## config.mk

```make
export PLATFORM = sky130hd
export DESIGN_NAME = iob_cache_write_buffer
export DESIGN_NICKNAME = d
export VERILOG_FILES = /design/src/rtl/iob_cache_write_buffer.sv
export SDC_FILE = /design/constraint.sdc
export NUM_CORES = 1
export LEC_CHECK = 0
export ABC_AREA = 0
export CAP_MARGIN = 25
export CORE_ASPECT_RATIO = 1.25
export CORE_MARGIN = 2
export CORE_UTILIZATION = 58
export DETAILED_ROUTE_END_ITERATION = 10
export PLACE_DENSITY = 0.86
export RECOVER_POWER = 100
export SLEW_MARGIN = 20
export SYNTH_ARGS = -nofsm -noshare
export SYNTH_HDL_FRONTEND = slang
export SYNTH_SLANG_ARGS = --single-unit
```

## constraint.sdc

```tcl
create_clock -name clk_i -period 7.29 [get_ports clk_i]
set_input_delay 0.729 -clock clk_i [delete_from_list [all_inputs] [get_ports clk_i]]
set_output_delay 0.729 -clock clk_i [all_outputs]
set_load 0.01 [all_outputs]
```

## src/rtl/iob_cache_write_buffer.sv

```systemverilog
// Write-through buffer: in-order FIFO of {addr, data, strb} entries between the
// cache front-end and the memory port; level-based full/empty.
module iob_cache_write_buffer #(
    parameter int unsigned DEPTH_W = 2,
    parameter int unsigned ADDR_W  = 24,
    parameter int unsigned DATA_W  = 32
) (
    input  logic                  clk_i,
    input  logic                  rstn_i,
    input  logic                  cke_i,
    input  logic                  push_valid_i,
    output logic                  push_ready_o,
    input  logic [ADDR_W-1:0]     push_addr_i,
    input  logic [DATA_W-1:0]     push_data_i,
    input  logic [DATA_W/8-1:0]   push_strb_i,
    output logic                  mem_valid_o,
    input  logic                  mem_ready_i,
    output logic [ADDR_W-1:0]     mem_addr_o,
    output logic [DATA_W-1:0]     mem_data_o,
    output logic [DATA_W/8-1:0]   mem_strb_o,
    output logic [DEPTH_W:0]      level_o,
    output logic                  empty_o,
    output logic                  full_o
);

    localparam int unsigned STRB_W  = DATA_W / 8;
    localparam int unsigned ENTRY_W = ADDR_W + DATA_W + STRB_W;
    localparam int unsigned DEPTH   = 2 ** DEPTH_W;

    localparam logic [DEPTH_W:0]   LEVEL_MAX = (DEPTH_W + 1)'(DEPTH);
    localparam logic [DEPTH_W:0]   LEVEL_ONE = (DEPTH_W + 1)'(1);
    localparam logic [DEPTH_W-1:0] PTR_ONE   = DEPTH_W'(1);

    logic [ENTRY_W-1:0] storage [DEPTH];
    logic [DEPTH_W-1:0] wr_ptr;
    logic [DEPTH_W-1:0] rd_ptr;
    logic [DEPTH_W:0]   level;
    logic               push;
    logic               pop;
    logic [ENTRY_W-1:0] head;

    assign empty_o      = (level == '0);
    assign full_o       = (level == LEVEL_MAX);
    assign level_o      = level;
    assign push_ready_o = !full_o;
    assign mem_valid_o  = !empty_o;

    assign push = cke_i & push_valid_i & push_ready_o;
    assign pop  = cke_i & mem_valid_o & mem_ready_i;

    // Storage carries no reset; only the pointers and level define validity.
    always_ff @(posedge clk_i) begin
        if (push) begin
            storage[wr_ptr] <= {push_addr_i, push_data_i, push_strb_i};
        end
    end

    always_ff @(posedge clk_i) begin
        if (!rstn_i) begin
            wr_ptr <= '0;
            rd_ptr <= '0;
            level  <= '0;
        end else begin
            if (push) begin
                wr_ptr <= wr_ptr + PTR_ONE;
            end
            if (pop) begin
                rd_ptr <= rd_ptr + PTR_ONE;
            end
            if (push && !pop) begin
                level <= level + LEVEL_ONE;
            end else if (pop && !push) begin
                level <= level - LEVEL_ONE;
            end
        end
    end

    assign head       = storage[rd_ptr];
    assign mem_addr_o = head[ENTRY_W-1 -: ADDR_W];
    assign mem_data_o = head[DATA_W+STRB_W-1 -: DATA_W];
    assign mem_strb_o = head[STRB_W-1:0];

endmodule
```

==> reports/qor.txt, run 1 <==
==============================================================================
Run status                                                        complete, but fails checks
Failing checks                                                    capacitance limit, slew limit
Post-layout min period                                                 5070 ps
Total number of placement rows                                              51
Post-synthesis sequential element count                                    249
WL met2                                                                9020 um
Buffers on Ports                                                           131
Worst-Margin Slew                                                      2430 ps
DRT antenna net count                                                        0
Maximum number of pins on one net before global-route repair                40
Clock tree from TritonCTS                                                built
Root buf cell                                                        clkbuf_16
Arrival time of the worst setup path                                   4340 ps
Worst path setup slack after routing                                   2220 ps
Mean area per synthesized cell                                        25.0 um2
Final estimated routing congestion in global placement                   0.729
Async set-reset flop share out of synthesis                                  0
Fin nets                                                                   581
Worst setup path class                                            flop to output port
Yosys warnings                                                               0
Starting DRT DRC Count                                                     310
DP Worst Slack                                                         4000 ps
Number of hold buffers added after cts                                       0
Via/cell ratio                                                            5.60
Sequential area share after synthesis                                    0.808
P_leak                                                                 3.57 nW
Total of max-cap violations                                                  9
Die outline area                                                    0.0168 mm2
Ratio of total power to cell area                                   289 mW/mm2
Insertion delay of the later-clocked pin in the worst-skew pair         490 ps
Number of enable flip-flop cells after synthesis                           240
Final wirelength                                                      16400 um
Die height                                                              144 um
Proportion of netlist area held by the largest area contributor          0.789
Clock Tree Buf Depth                                                         3
Final max-slew violation count                                             276
Synth unique cells                                                          24
Number of instances resized during post-cts repair                           0
Unrepaired setup endpoints after global routing                          false
Via total after detailed routing                                          4125
Length of routed met3 wiring                                            817 um
Worst EP required                                                      6560 ps
Maximum vdd ir drop                                                   0.224 mV
Std-Cell Core Area                                                  0.0155 mm2
Dominant cells by area after synthesis                            edfxtp_1 79%, mux4_2 15%, dfxtp_1 2.0%
Total grt overflow                                                           0
Routed wirelength normalized by instance count                         22.3 um
Max Used Layer                                                            met5
Top cell type by total area after synthesis                           edfxtp_1
Placed Instances                                                           698
Gate count after technology mapping                                        365
Commonest cells in the netlist                                    240 x edfxtp_1, 60 x mux4_2, 9 x dfxtp_1
Final hold violations                                                        0
Floorplan die width                                                     116 um
Largest stage delay on the critical path                               1330 ps
Final-report setup violation count                                           0
Cell Count, Final, Fillers Out                                             737
Net count after synthesis                                                  436
Worst Setup Start Kind                                                    flop
Number of global-route vias before repair                                 4496
Post-CTS setup repair buffer count                                           0
Standard cell with the maximum stage delay on the critical path        dfxtp_1
Syn-to-layout area delta                                                 23.7%
Htree depth                                                                  1
Critical Path, Cell by Cell                                       clkbuf_2, mux4_2, dlygate4sd3_1
Most used DFF post-synth                                              edfxtp_1
Final Skew                                                             9.74 ps
Clock transition at path regs                                            60 ps
Initial core utilization                                                 0.589
Netlist Area Pre-Place                                             0.00914 mm2
Clock Sink Count                                                           249
Type of destination of the critical path                           output port
Tightest slew margin relative to the limit                              -0.618
Number of detailed-route iterations in the first pass                        5
Global-route wire length before repair                                25100 um
Number of design rule violations left after detail routing                   0
Final worst path period share                                            0.695
Share of layout cells above drive strength 1                             0.179
Setup tns final                                                           0 ps
Number of buffers inserted during clock tree synthesis                      22
Tightest Hold Check Type                                          flop to flop
Top-level I/O count                                                        132
GRT Util Overall                                                         0.200
M1 WL                                                                  6310 um
Most frequently used cell type in the post-synthesis netlist          edfxtp_1
Initial antenna violation count                                              3
Biggest fanout along the worst timing path                                  38
Detailed placer's ending HPWL                                         10200 um
Fmax achieved                                                          197 MHz
==============================================================================
-- sequential cells by signal, summed over array words and instances, names as in the netlist, named ones only --
register,flops
level_o,3
rd_ptr,2
wr_ptr,2
storage,240
-- per-stage QoR --
stage / hold slack [ps] / utilization / instance area [um2] / total power, mW
global route: 543 / 0.729 / 11300 / 3.40
CTS: 495 / 0.732 / 11300 / 3.34
floorplan: 456 / - / 9140 / 1.99
detailed placement: 482 / 0.689 / 10700 / 2.26
global placement: 472 / 0.689 / 10700 / 2.25
finish: 511 / 0.729 / 11300 / 3.27
-- report_power, final --
group | total (mW) | internal, mW | switching [mW]
Sequential | 1.68 | 1.64 | 0.0429
Clock | 1.07 | 0.609 | 0.464
Combinational | 0.517 | 0.299 | 0.218
-- path summary, 6_finish.rpt --
| path | from | end | slack, ps | cells after the start |
|---|---|---|---|---|
| min reg2reg | wr_ptr[1] | wr_ptr[1] | 510 | 2 |
| min | wr_ptr[1] | wr_ptr[1] | 510 | 2 |
| max reg2reg | level_o[0] | storage[1][50] | 2730 | 5 |
| max | flop | mem_addr_o[9] | 2220 | 3 |
-- critical path: cells and delay by family (launching register included) --
family	cells	cell delay [ps]
DFF	1	1330
muxes	1	620
buffers and inverters	2	1850
-- layout make-up --
type,count,area (um2)
Multi-Input combinational cell,94,1620
Clock buffer,27,591
Timing Repair Buffer,137,1340
Inverter,6,22.5
Sequential cell,249,7390
Tap cell,212,265
Clock inverter,11,77.6
Fill cell,914,4200
Antenna cell,1,2.50
-- cells by family (layout without fill, tap and decap cells) --
kind of cell / count (synthesis) / count (layout) / share of synthesized area
adders and majority gates: 6 / 6 / 0.00903
muxes: 63 / 63 / 0.151
buffers and inverters: 22 / 181 / 0.0125
other: 0 / 1 / 0
DFF: 249 / 249 / 0.808
and+or+nand+nor: 17 / 17 / 0.0118
xor gates and xnor gates: 3 / 3 / 0.00288
AOI/OAI and AO/OA: 5 / 5 / 0.00452
-- layout by cell type, fill, tap and decap left out, types with 2 or more instances in the layout --
cell type / netlist / layout
edfxtp_1: 240 / 240
dlygate4sd3_1: 0 / 89
mux4_2: 60 / 60
clkdlybuf4s50_1: 0 / 42
clkbuf_16: 0 / 23
dfxtp_1: 9 / 8
clkbuf_1: 8 / 8
and2_0: 0 / 6
inv_1: 5 / 5
ha_1: 5 / 5
clkinv_2: 0 / 5
nand2_1: 4 / 4
clkinv_1: 0 / 4
or3_1: 3 / 3
mux2i_1: 3 / 3
xnor2_1: 2 / 2
o21ai_0: 2 / 2
a21boi_0: 1 / 2
-- routing by layer --
layer | vias up | GRT usage
met5 | - | 0
met3 | 22 | 0.0360
met4 | 4 | 0.0551
li1 | 1834 | -
met1 | 2144 | 0.265
met2 | 121 | 0.347
(Power assumes the default switching activity.)
==> run 2: changes to the inputs <==
- CORE_UTILIZATION: 58 -> 49
- PLACE_DENSITY: 0.86 -> 0.78
- clock period: 7.29 -> 4.6 ns (I/O delays scaled with it)
==> run 2 against run 1 <==
The flow still finishes with violations (capacitance limit, slew limit); clock skew decreased by 3.6 ps; combinational power grew 55%; non-clock buffer count decreased by 3; sequential power rose by 59%; sequential cell count is the same; final cell count rose by 2.3%; first-iteration DRC count shrank 9.0%; cell area up 1.2%; die area up 18%; via count rose by 0.61%; power grew 64%; critical path type unchanged; largest cell class unchanged; largest power group unchanged.
==> reports/qor.txt, run 2 (same netlist as run 1, synthesis figures left out) <==
==============================================================================
Run status                                                        complete, but fails checks   unchanged
Failing checks                                                    capacitance limit, slew limit   unchanged
Via/cell ratio                                                            5.50   was 5.60
Routed wirelength normalized by instance count                         21.3 um   was 22.3 um
Worst setup path class                                            flop to output port   unchanged
Count of fill cells added during filler insertion                         1259   was 914
Most common library cell in the layout ignoring fill and taps         edfxtp_1   unchanged
Combined area of the multi-input logic cells                       0.00163 mm2   was 0.00162 mm2
Global-route wire length before repair                                25300 um   was 25100 um
Type of destination of the critical path                           output port   unchanged
Final-report setup violation count                                           0   unchanged
Number of global-route vias before repair                                 4586   was 4496
Number of design rule violations left after detail routing                   0   unchanged
Fin nets                                                                   579   was 581
Tightest Hold Check Type                                          flop to flop   unchanged
Max FFs per register                                                       240   unchanged
Arrival time of the worst setup path                                   3000 ps   was 4340 ps
Ratio of total power to cell area                                   468 mW/mm2   was 289 mW/mm2
Floorplan die width                                                     126 um   was 116 um
Std-Cell Core Area                                                  0.0182 mm2   was 0.0155 mm2
Register area                                                      0.00739 mm2   about the same
Initial core utilization                                                 0.503   was 0.589
Share of layout cells above drive strength 1                             0.197   was 0.179
Via total after detailed routing                                          4150   was 4125
Die height                                                              157 um   was 144 um
Source of the worst register-to-register timing path                level_o[0]   unchanged
Insertion delay of the later-clocked pin in the worst-skew pair         490 ps   about the same
Endpoint of the worst register-to-register path                     level_o[2]   was storage[1][50]
DRT antenna net count                                                        0   unchanged
Unrepaired setup endpoints after global routing                          false   unchanged
Buffers on Ports                                                           131   unchanged
Post-layout min period                                                 3460 ps
Most used cells in the layout excluding fill and tap cells        240 x edfxtp_1, 126 x dlygate4sd3_1, 60 x mux4_2   was 240 x edfxtp_1, 89 x dlygate4sd3_1, 60 x mux4_2
Root buf cell                                                        clkbuf_16   unchanged
Largest stage delay on the critical path                               1400 ps   was 1330 ps
Starting DRT DRC Count                                                     282   was 310
Fmax achieved                                                          289 MHz
Number of buffers inserted during clock tree synthesis                      23   was 22
Clock Tree Buf Depth                                                         3   unchanged
Initial antenna violation count                                              2   was 3
Final Skew                                                             6.17 ps   was 9.74 ps
Final hold violations                                                        0   unchanged
GRT Util Overall                                                         0.167   was 0.200
Biggest register                                                       storage   unchanged
Number of hold buffers added after cts                                       0   unchanged
Clock tree from TritonCTS                                                built   unchanged
Setup tns final                                                           0 ps   unchanged
Total number of placement rows                                              55   was 51
Tightest slew margin relative to the limit                              -0.111   was -0.618
Standard cell with the maximum stage delay on the critical path        dfxtp_2   was dfxtp_1
Worst-Margin Slew                                                      1670 ps   was 2430 ps
P_leak                                                                 3.63 nW   was 3.57 nW
Cell area after layout                                              0.0114 mm2   was 0.0113 mm2
Number of cell instances on the worst register-to-register path              7   was 5
Maximum number of pins on one net before global-route repair                61   was 40
Number of detailed-route iterations in the first pass                        4   was 5
M1 WL                                                                  6230 um   was 6310 um
Biggest fanout along the worst timing path                                  60   was 38
Worst Setup Start Kind                                                    flop   unchanged
Die outline area                                                    0.0198 mm2   was 0.0168 mm2
Syn-to-layout area delta                                                 25.2%   was 23.7%
Detailed placer's ending HPWL                                          9140 um   was 10200 um
Final estimated routing congestion in global placement                   0.716   was 0.729
Dpl cell area                                                       0.0107 mm2   about the same
Post-CTS setup repair buffer count                                           0   unchanged
Total grt overflow                                                           0   unchanged
Top-level I/O count                                                        132   unchanged
Critical Path, Cell by Cell                                       mux4_2, dlygate4sd3_1   was clkbuf_2, mux4_2, dlygate4sd3_1
Max Used Layer                                                            met4   was met5
Clock transition at path regs                                            60 ps   about the same
Maximum vdd ir drop                                                   0.292 mV   was 0.224 mV
Number of instances resized during post-cts repair                           0   unchanged
Final worst path period share                                            0.752
Total of max-cap violations                                                  5   was 9
Htree depth                                                                  1   unchanged
Clock Sink Count                                                           249   unchanged
WL met2                                                                8660 um   was 9020 um
Critical path endpoint                                            mem_addr_o[16]   was mem_addr_o[9]
Final max-slew violation count                                             305   was 276
Worst EP required                                                      4140 ps   was 6560 ps
Final wirelength                                                      16100 um   was 16400 um
Length of routed met3 wiring                                            977 um   was 817 um
Setup slack, reg-to-reg                                                1820 ps   was 2730 ps
==============================================================================
[run 2: final cells by class]
type,instances,area share
sequential,249,0.646
multi-input combinational,94,0.142
timing repair buffer,134,0.118
clock buffer,30,0.0552
tap,228,0.0249
clock inverter,10,0.0108
inverter,6,0.00197
antenna,3,0.000656
[run 2: through the flow]
step	setup WS [ps]	util	hold slack, ps	power (mW)	instances
detailed placement	1670	0.588	480	3.59	710
CTS	1110	0.629	494	5.48	750
finish	1140	0.630	511	5.35	754
global route	935	0.630	568	5.56	752
global placement	1710	0.588	455	3.57	710
floorplan	1760	-	456	3.15	365
[run 2: worst min-delay path by stage]
stage                    from  depth (start not counted)  slack (ps)   endpoint
floorplan           rd_ptr[1]                          2         460       flop
global placement    rd_ptr[1]                          2         460       flop
detailed placement  rd_ptr[1]                          2         480       flop
CTS                 rd_ptr[1]                          2         490       flop
global route        wr_ptr[0]                          2         570  wr_ptr[0]
finish              rd_ptr[1]                          2         510       flop
[run 2: power by group]
part / internal [mW] / switching (mW)
Clock: 1.13 / 0.755
Sequential: 2.60 / 0.0674
Combinational: 0.458 / 0.344
Total: 4.19 / 1.17
[run 2: layer usage]
metal,vias up,track usage
li1,1826,-
met3,19,0.0366
met4,0,0.0403
met5,-,0
met2,139,0.305
met1,2166,0.203
[run 2: critical path: cells and delay by family (launching register included)]
kind | cells | cell delay [ps]
mux | 1 | 460
buf+inv | 1 | 630
flops | 1 | 1400
==> run 3: changes to the inputs <==
- CORE_UTILIZATION: 49 -> 54
- PLACE_DENSITY: 0.78 -> 0.81
- clock period: 4.6 -> 3.55 ns (I/O delays scaled with it)
==> run 3 against run 2 <==
The run still ends with capacitance limit, slew limit left; routed wire length decreased by 0.72%; first-iteration DRC count decreased by 6.0%; power increased by 28%; count of clock-buffer cells in the layout increased by 1; combinational power increased by 31%; clock power increased by 25%; largest cell class unchanged; worst hold slack got worse by 3.1 ps; sequential cell count unchanged; die area decreased by 9.0%; clock skew increased by 0.89 ps; non-clock buffer count unchanged; largest power group unchanged; via count decreased by 0.14%.
==> reports/qor.txt, run 3 (same netlist as run 1, synthesis figures left out) <==
==============================================================================
Maximum vdd ir drop                                                   0.441 mV   was 0.292 mV
Post-CTS setup repair buffer count                                           0   unchanged
Most common library cell in the layout ignoring fill and taps         edfxtp_1   unchanged
Buffers on Ports                                                           131   unchanged
Worst min-delay path startpoint                                      wr_ptr[1]   was rd_ptr[1]
Number of buffers inserted during clock tree synthesis                      23   unchanged
Clock Sink Count                                                           249   unchanged
GRT Util Overall                                                         0.180   was 0.167
Final wirelength                                                      15900 um   was 16100 um
Total grt overflow                                                           0   unchanged
Final-report setup violation count                                           0   unchanged
Routed wirelength normalized by instance count                         21.4 um   was 21.3 um
Arrival time of the worst setup path                                   2850 ps   was 3000 ps
Fin nets                                                                   579   unchanged
Setup tns final                                                           0 ps   unchanged
Biggest fanout along the worst timing path                                  39   was 60
Insertion delay of the later-clocked pin in the worst-skew pair         490 ps   about the same
Total number of placement rows                                              53   was 55
Top-level I/O count                                                        132   unchanged
Post-layout min period                                                 3210 ps
Number of global-route vias before repair                                 4508   was 4586
Final max-slew violation count                                             244   was 305
Worst-Margin Slew                                                      1680 ps   was 1670 ps
Worst EP required                                                      3190 ps   was 4140 ps
Clock transition at path regs                                            60 ps   about the same
Std-Cell Core Area                                                  0.0167 mm2   was 0.0182 mm2
Number of detailed-route iterations in the first pass                        4   unchanged
Starting DRT DRC Count                                                     265   was 282
Htree depth                                                                  1   unchanged
Die outline area                                                    0.0180 mm2   was 0.0198 mm2
Ratio of total power to cell area                                   603 mW/mm2   was 468 mW/mm2
Initial antenna violation count                                              2   unchanged
P_leak                                                                 3.61 nW   was 3.63 nW
Final estimated routing congestion in global placement                   0.711   was 0.716
Via total after detailed routing                                          4144   was 4150
Total of max-cap violations                                                  4   was 5
Worst Hold Path Cells                                                        2   unchanged
Run status                                                        complete, but fails checks   unchanged
Source of the worst register-to-register timing path                level_o[0]   unchanged
Tightest slew margin relative to the limit                              -0.118   was -0.111
Dpl cell area                                                       0.0107 mm2   about the same
Cell area after layout                                              0.0114 mm2   about the same
Placed Instances                                                           703   was 710
Endpoint of the worst hold path                                      wr_ptr[1]
Number of hold buffers added after cts                                       0   unchanged
Worst setup path class                                            flop to output port   unchanged
Final Skew                                                             7.07 ps   was 6.17 ps
Worst path setup slack after routing                                    341 ps   was 1140 ps
DP Worst Slack                                                          958 ps   was 1670 ps
Clock tree from TritonCTS                                                built   unchanged
Unrepaired setup endpoints after global routing                          false   unchanged
Final worst path period share                                            0.904
Count of fill cells added during filler insertion                         1067   was 1259
Floorplan die width                                                     120 um   was 126 um
Number of instances resized during post-cts repair                           0   unchanged
Via/cell ratio                                                            5.57   was 5.50
Endpoint of the worst register-to-register path                     level_o[2]   unchanged
Die height                                                              149 um   was 157 um
Syn-to-layout area delta                                                 24.7%   was 25.2%
Maximum number of pins on one net before global-route repair                61   unchanged
Worst Setup Start Kind                                                    flop   unchanged
Register area                                                      0.00739 mm2   about the same
Share of layout cells above drive strength 1                             0.195   was 0.197
Root buf cell                                                        clkbuf_16   unchanged
DRT antenna net count                                                        0   unchanged
Combined area of the multi-input logic cells                       0.00163 mm2   unchanged
Type of destination of the critical path                           output port   unchanged
Most used cells in the layout excluding fill and tap cells        240 x edfxtp_1, 89 x dlygate4sd3_1, 60 x mux4_2   was 240 x edfxtp_1, 126 x dlygate4sd3_1, 60 x mux4_2
Initial core utilization                                                 0.547   was 0.503
Clock Tree Buf Depth                                                         3   unchanged
Failing checks                                                    capacitance limit, slew limit   unchanged
Number of cell instances on the worst register-to-register path              7   unchanged
Tightest Hold Check Type                                          flop to flop   unchanged
Cell Count, Final, Fillers Out                                             744   was 754
Setup slack, reg-to-reg                                                 600 ps   was 1820 ps
Number of design rule violations left after detail routing                   0   unchanged
Global-route wire length before repair                                24600 um   was 25300 um
Final hold violations                                                        0   unchanged
Max FFs per register                                                       240   unchanged
Biggest register                                                       storage   unchanged
Detailed placer's ending HPWL                                          9190 um   was 9140 um
Fmax achieved                                                          312 MHz
==============================================================================
==> run 3: changes by cell type in the layout (fill, tap and decap cells not counted), moves of 2 or more <==
| cell | delta |
|---|---|
| dlygate4sd3_1 | -37 |
| buf_12 | +2 |
| clkinv_2 | +2 |
| clkbuf_1 | +2 |
| clkdlybuf4s50_1 | +37 |
| clkinv_1 | -2 |
| diode_2 | -2 |
==> run 3: how the worst max path moves through the flow <==
stage / end / from / cells past startpoint / slack [ps]
6_report: mem_addr_o[12] / flop / 3 / 340
4_1_cts: mem_addr_o[1] / flop / 3 / 420
2_1_floorplan: storage[0][0] / level_o[0] / 5 / 710
3_3_place_gp: mem_addr_o[7] / flop / 3 / 960
3_5_place_dp: mem_addr_o[1] / flop / 3 / 960
5_1_grt: mem_addr_o[12] / flop / 3 / 180
==> run 3: routing by layer <==
metal / vias to the layer above / share of wire / global-route usage
met4: 2 / 0.012 / 0.0488
met1: 2157 / 0.39 / 0.231
li1: 1829 / - / -
met5: - / 0.00082 / 0
met2: 138 / 0.53 / 0.310
met3: 18 / 0.067 / 0.0423
==> run 3: through the flow <==
step / total power [mW] / util / hold slack (ps)
CTS: 7.02 / 0.683 / 472
finish: 6.87 / 0.682 / 508
floorplan: 4.09 / - / 454
global route: 7.14 / 0.682 / 544
global placement: 4.63 / 0.640 / 470
detailed placement: 4.66 / 0.640 / 486
==> run 3: power breakdown <==
part           total, mW  internal (mW)  leakage (nW)  switching [mW]
combinational       1.05          0.620          1.00           0.431
clock               2.36           1.38         0.358           0.977
sequential          3.47           3.37          2.25          0.0974
==> run 3: worst max-delay path, cell delays in order (launching register included) <==
cell	delay, ps
dfxtp_1	1050
buf_12	350
mux4_2	330
dlygate4sd3_1	610
==> run 3: final cells by class <==
cell class | count | share of cell area
well taps | 220 | 0.0241
diodes | 1 | 0.000220
repair buffers | 134 | 0.119
flip-flops and latches | 249 | 0.648
clock inverters | 9 | 0.00856
inverters | 6 | 0.00198
clock buffers | 31 | 0.0549
multi-input cells | 94 | 0.143
